$ cat src/rtl/rv32i_alu.sv
// RV32I integer ALU: eight-operation combinational result plus a registered copy with valid.
// Optional flags (zero/neg/carry/ovf and registered flags_q) are compiled in with `define ALU_FLAGS_EN.

package rv32i_types;
  typedef enum logic [2:0] {
    ALU_ADD = 3'b000,
    ALU_SLL = 3'b001,
    ALU_SRA = 3'b010,
    ALU_SUB = 3'b011,
    ALU_XOR = 3'b100,
    ALU_SRL = 3'b101,
    ALU_OR  = 3'b110,
    ALU_AND = 3'b111
  } alu_ops;
endpackage

module rv32i_alu
  import rv32i_types::*;
#(
  parameter int WIDTH = 32
) (
  input  logic             clk,
  input  logic             rst,
  input  logic [2:0]       aluop,
  input  logic [WIDTH-1:0] a,
  input  logic [WIDTH-1:0] b,
  input  logic             in_valid,
  output logic [WIDTH-1:0] f,
  output logic [WIDTH-1:0] f_q,
  output logic             f_q_valid
`ifdef ALU_FLAGS_EN
  ,
  output logic             zero,
  output logic             neg,
  output logic             carry,
  output logic             ovf,
  output logic [3:0]       flags_q
`endif
);

  localparam int SHW = $clog2(WIDTH);
  localparam int W1  = WIDTH + 1;

  logic             w_sub;
  logic [WIDTH-1:0] w_b_op;
  logic [WIDTH-1:0] w_sum;
  logic [WIDTH-1:0] w_sll;
  logic [WIDTH-1:0] w_srl;
  logic [WIDTH-1:0] w_sra;
  logic [WIDTH-1:0] w_f;
  logic [SHW-1:0]   w_shamt;

  logic [WIDTH-1:0] r_f_q;
  logic             r_f_q_valid;

  // One adder serves both add and sub: a - b is formed as a + ~b + 1.
  assign w_sub  = (aluop == ALU_SUB);
  assign w_b_op = w_sub ? ~b : b;

`ifdef ALU_FLAGS_EN
  logic w_carry_out;
  assign {w_carry_out, w_sum} = {1'b0, a} + {1'b0, w_b_op} + W1'(w_sub);
`else
  assign w_sum = a + w_b_op + WIDTH'(w_sub);
`endif

  assign w_shamt = b[SHW-1:0];
  assign w_sll   = a << w_shamt;
  assign w_srl   = a >> w_shamt;
  assign w_sra   = $unsigned($signed(a) >>> w_shamt);

  // NOTE: combinational blocks use blocking assignments and give every output
  // a default first, so no path through the block can infer a latch.
  always_comb begin
    w_f = '0;
    case (aluop)
      ALU_ADD, ALU_SUB: w_f = w_sum;
      ALU_SLL:          w_f = w_sll;
      ALU_SRA:          w_f = w_sra;
      ALU_XOR:          w_f = a ^ b;
      ALU_SRL:          w_f = w_srl;
      ALU_OR:           w_f = a | b;
      ALU_AND:          w_f = a & b;
      default:          w_f = '0;
    endcase
  end

  assign f = w_f;

`ifdef ALU_FLAGS_EN
  logic w_arith;
  logic w_zero;
  logic w_neg;
  logic w_carry;
  logic w_ovf;
  logic [3:0] r_flags_q;

  assign w_arith = (aluop == ALU_ADD) || (aluop == ALU_SUB);
  assign w_zero  = (w_f == '0);
  assign w_neg   = w_f[WIDTH-1];
  // For sub the adder carry-out is the not-borrow, i.e. a >= b unsigned.
  assign w_carry = w_arith & w_carry_out;
  assign w_ovf   = w_arith & (a[WIDTH-1] == w_b_op[WIDTH-1]) & (w_sum[WIDTH-1] != a[WIDTH-1]);

  assign zero  = w_zero;
  assign neg   = w_neg;
  assign carry = w_carry;
  assign ovf   = w_ovf;

  always_ff @(posedge clk or negedge rst) begin
    if (!rst) begin
      r_flags_q <= '0;
    end else if (in_valid) begin
      r_flags_q <= {w_ovf, w_carry, w_neg, w_zero};
    end
  end

  assign flags_q = r_flags_q;
`endif

  // NOTE: sequential state is updated with non-blocking assignments so every
  // register samples the pre-edge values regardless of statement order.
  always_ff @(posedge clk or negedge rst) begin
    if (!rst) begin
      r_f_q       <= '0;
      r_f_q_valid <= 1'b0;
    end else begin
      r_f_q_valid <= in_valid;
      if (in_valid) begin
        r_f_q <= w_f;
      end
    end
  end

  assign f_q       = r_f_q;
  assign f_q_valid = r_f_q_valid;

endmodule

$ cat config.mk
export PLATFORM = sky130hd
export DESIGN_NAME = rv32i_alu
export DESIGN_NICKNAME = d
export VERILOG_FILES = /design/src/rtl/rv32i_alu.sv
export SDC_FILE = /design/constraint.sdc
export NUM_CORES = 1
export LEC_CHECK = 0
export BUFFER_PORTS_ARGS = -buffer_cell sky130_fd_sc_hd__clkbuf_2
export CAP_MARGIN = 20
export CORE_AREA = 2 2 167 169
export CTS_BUF_LIST = sky130_fd_sc_hd__clkbuf_8 sky130_fd_sc_hd__clkbuf_16
export CTS_CLUSTER_DIAMETER = 200
export CTS_CLUSTER_SIZE = 14
export DETAILED_ROUTE_END_ITERATION = 6
export DIE_AREA = 0 0 169 171
export PLACE_DENSITY_LB_ADDON = 0.05
export SKIP_LAST_GASP = 1
export SLEW_MARGIN = 20
export SYNTH_ARGS = -nofsm -noshare
export SYNTH_HDL_FRONTEND = slang
export SYNTH_SLANG_ARGS = --single-unit
$ cat constraint.sdc
create_clock -name clk -period 9.65 [get_ports clk]
set_input_delay 1.4475 -clock clk [delete_from_list [all_inputs] [get_ports clk]]
set_output_delay 1.4475 -clock clk [all_outputs]
set_load 0.005 [all_outputs]
### Word level (Yosys, flattened, before mapping)

Cells that the tools add are included.

| word-level totals | value |
|---|---|
| output and inout port bits | 65 |
| flip-flop bits (word level) | 33 |
| word-level logic and storage cells | 22 |
| input bits | 70 |

| cells by class | value |
|---|---|
| eq/ne operators | 7 |
| mux-type cells | 2 |
| shifts and indexed selects | 3 |
| $add $sub $neg | 2 |
| bitwise operators | 4 |
| reductions and logical operators | 2 |

Operators with widths:

| operator | number |
|---|---|
| case mux 32 bit (7 select lines) | 1 |
| adder 32 x 1 -> 32 bit | 1 |
| adder 32 bit | 1 |
| bitwise AND 32 bit | 1 |
| two-way mux 32 bit | 1 |
| inverter 32 bit | 1 |
| bitwise OR 32 bit | 1 |
| << shifter 32 x 5 -> 32 bit | 1 |
| >> shifter 32 x 5 -> 32 bit | 1 |
| >>> shifter 32 x 5 -> 32 bit | 1 |
| bitwise XOR 32 bit | 1 |
| equality test 3 bit, second input constant | 4 |
| equality test 3 x 2 -> 1 bit, second input constant | 2 |
| equality test 3 x 1 -> 1 bit, second input constant | 1 |
| logical NOT 3 bit | 1 |
| OR reduction 2 bit | 1 |

### Logic depth before layout (Yosys ltp)

| logic depth | value |
|---|---|
| depth in word-level cells | 5 |
| gate-level depth with buffers | 16 |
| mapped depth without buffers | 11 |

### Worst setup path after synthesis

No wires, ideal clock.

| path | value |
|---|---|
| path kind | input-to-output |
| from | input port aluop[2] |
| to | output port f[25] |
| path buffers | 3 |
| arrival | 4,559 ps |
| stages | 14 |
| setup slack | 3,643 ps |
| data required time | 8,203 ps |
| path through | buf_2 -> and3b_1 -> buf_2 -> buf_1 -> xnor2_1 -> ha_1 -> a31o_2 -> a221o_1 -> a21oi_2 -> o22ai_1 -> a221o_1 -> a21oi_1 -> or4_1 -> nand3_1 |

| on the way | value |
|---|---|
| longest elaborated chain between the ends | 5 |
| elaborated cells between the ends (all ways) | 13 |
| those cells by class | add/sub (2); eq/ne (7); mux (2); reduce/logical (2) |

Ends and longest elaborated chain:

| what | RTL line | RTL |
|---|---|---|
| from (decl) | 24 | `input logic [2:0] aluop,` |
| equality test 3 x 2 -> 1 bit | 57, 76 |  |
| two-way mux 32 bit | 58 | `assign w_b_op = w_sub ? ~b : b;` |
| adder 32 bit | 64 | `assign w_sum = a + w_b_op + WIDTH'(w_sub);` |
| adder 32 x 1 -> 32 bit | 64 |  |
| case mux 32 bit (7 select lines) * | 76 | `case (aluop)` |
| to (decl) | 28 | `output logic [WIDTH-1:0] f,` |

Mark *: on every way between the ends. The rest lies on a longest branch, timed or not.

### Final worst setup path

Same ends and word-level chain as after synthesis.

==> results_dict.tcl <==
set metrics [dict create \
    status "complete, no violations" \
    drv_slew 0 \
    yosysTopAreaCellShare_pct 12.99 \
    ctsHoldBuffers 0 \
    grt_max_degree 77 \
    wl_per_cell_um 25.70 \
    hold_viol_final 0 \
    track_usage_pct 28.67 \
    ant_nets 0 \
    grt_pass1_vias 9450 \
    max-vdd-ir-drop_uv 63.96 \
    drc_errors 0 \
    p_leak_nw 4.717 \
    drv_cap 0 \
    ys_ff_latch 33 \
    clock_latency_ns 0.28 \
    cp_max_fo 34 \
    htree_levels 2 \
    ys_seq_area_share_pct 8.835 \
    areaGrowthSynthToFinish_pct 10.37 \
    multi_input_area_um2 7802 \
    worstSetupStartpointType "primary input" \
    drt-total-wl_mm 42.02 \
    avgSynthCellArea_um2 7.655 \
    die_area_um2 28900 \
    viasPerCell 6.009 \
    syn_nets 1389 \
    rows 61 \
    detailed_place_hpwl_mm 33.14 \
    p_per_area_nw_per_um2 98.61 \
    syn-instance-count 1221 \
    antenna_found_initial 1 \
    clock_skew_ns 0 \
    arrival_ns 5.63 \
    met2_usage_pct 49.48 \
    setup_viol 0 \
    clk_pin_slew_ns 0.05 \
    layout_min_cycle_time_ns 7.080 \
    dieHeight_um 171 \
    postCtsSetupRepairBufs 0 \
    synth_most_common_cell "nor2_1" \
    met3_usage_pct 2.359 \
    yosys.area.top_type "ha_1" \
    ys.warnings.count 0 \
    core_um2 27320 \
    fin_crit_sh_pct 73.37 \
    nFillCells 2980 \
    dr.pass1.iters 5 \
    pre_cts_ws_ns 2.585 \
    vias 9824 \
    async_flop_share_pct 100.0 \
    die_w_um 169 \
    worst_slew_pin_slew_ns 0.9368 \
    seqCellArea_um2 825.8 \
    hold_class "flip-flop to flip-flop" \
    ctsResizeCount 0 \
    synthTopCellsByCount "127 x nor2_1, 115 x nand2_1, 97 x ha_1, 91 x a21oi_1, 79 x inv_1" \
    grt_pass1_wl_mm 62.38 \
    drive_above_1_share_pct 22.03 \
    critPathLaunch "aluop[2]" \
    rsz0062_at_grt "no" \
    max-clock-path-buffers 2 \
    place.gp.congestion 0.9873 \
    synth-edff-count 0 \
    finalSetupTns_ns 0 \
    clock_sinks 33 \
    syn_area_um2 9346 \
    start_util_pct 34.21 \
    fin_ws_ns 2.570 \
    cts_tree "yes" \
    numPortBuffers 134 \
    cp.required_ns 8.20 \
    clock.fmax_mhz 141.2 \
    drtIter0Drc 927 \
    gr-max-usage-layer "met2" \
    rr_startpoint "f_q[28]" \
    clockRootBuffer "clkbuf_16" \
    cp-end-kind "output port" \
    netlist-cell-type-count 74 \
    diodes 0 \
    overflow 0 \
    synthFlopType "dfrtp_1" \
    utilization_pct 37.76 \
    setup.worst_path.class "primary input to output port" \
    pin_count 135 \
    cts-buffers-inserted 5 \
    hold_path_startpoint "f_q[25]" \
    grt_use_met1_pct 38.83 \
    nNetsFinal 1456 \
    yosys-top-cells-area "ha_1 13%, mux4_2 9.6%, dfrtp_1 8.8%" \
    relSlewSlack_pct 37.55 \
]
-- area by class of cell --
class | count | share of cell area [%]
inverter | 81 | 2.947
tap | 346 | 4.196
timing repair buffer | 152 | 7.835
sequential | 33 | 8.005
multi-input combinational | 1015 | 75.63
clock inverter | 3 | 0.1698
clock buffer | 5 | 1.213
-- sequential cells by signal (all words and copies together) (netlist names) --
register   count
f_q           32
f_q_valid      1
-- report_power, final --
group	switching, mW	leakage, nW	internal, mW
Sequential	0.0144	0.396	0.167
Combinational	0.410	4.25	0.269
Clock	0.0620	0.0696	0.0946
-- final timing paths --
| kind | to | slack, ns | cells after the start |
|---|---|---|---|
| worst max-delay path | f[25] | 2.57 | 14 |
| worst min-delay path | f_q[25] | 0.50 | 2 |
| worst max register to register | f_q[28] | 8.74 | 2 |
| worst min register to register | f_q[25] | 0.50 | 2 |
| max in group asynchronous | f_q[0] | 7.85 | 1 |
| min in group asynchronous | f_q[27] | 1.26 | 1 |
-- cells by family (layout without fill, tap and decap cells) --
kind of cell             Yosys count  after routing  share of synthesized area, %
XOR/XNOR                          54             54                         5.060
buffers and inverters            173            241                         7.831
AO/OA/AOI/OAI                    384            384                         28.10
multiplexers                     139            139                         20.98
flip-flops                        33             33                         8.835
AND/OR/NAND/NOR                  340            340                         16.00
adder cells (fa/ha/maj)           98             98                         13.20
-- metrics by stage --
step	instance area, µm²	std cells	power [mW]	hold WS (ns)
final	10320	1635	1.017	0.4974
after detailed placement	10170	1627	0.8557	0.4821
after floorplan	9346	1221	0.6076	0.4756
after global routing	10320	1635	1.095	0.5109
after CTS	10320	1635	1.019	0.5041
after global placement	10170	1627	0.8587	0.4772
-- worst max-delay path, stage by stage --
cell      delay (ns)
clkbuf_2        0.46
and3b_2         0.66
buf_4           0.38
xnor2_1         0.21
ha_1            0.29
a31o_2          0.20
a221o_1         0.44
a21oi_2         0.23
o22ai_1         0.15
a221o_1         0.41
a21oi_1         0.29
or4_1           0.16
nand3_1         0.09
clkbuf_2        0.17
-- layout by cell type, fill, tap and decap left out, drive strengths merged, types with 14 or more instances in the layout --
master  count
inv        81
o22ai      17
xnor2      41
a31oi      15
a21o       29
mux2i      44
o21ai      67
o211ai     22
ha         97
clkbuf    138
a22oi      19
buf        19
mux4       40
dfrtp      33
mux2       55
a221oi     14
a211oi     21
a21oi      93
nand3      21
nor2      127
nor3       20
nand2     115
-- layer usage --
metal / vias to the layer above / part of all wire [%]
met5: - / 0.019
met4: 2 / 2.7
met3: 49 / 4.5
met2: 323 / 48
met1: 4803 / 44
li1: 4647 / -
No activity file was read; power rests on OpenSTA's default activity.
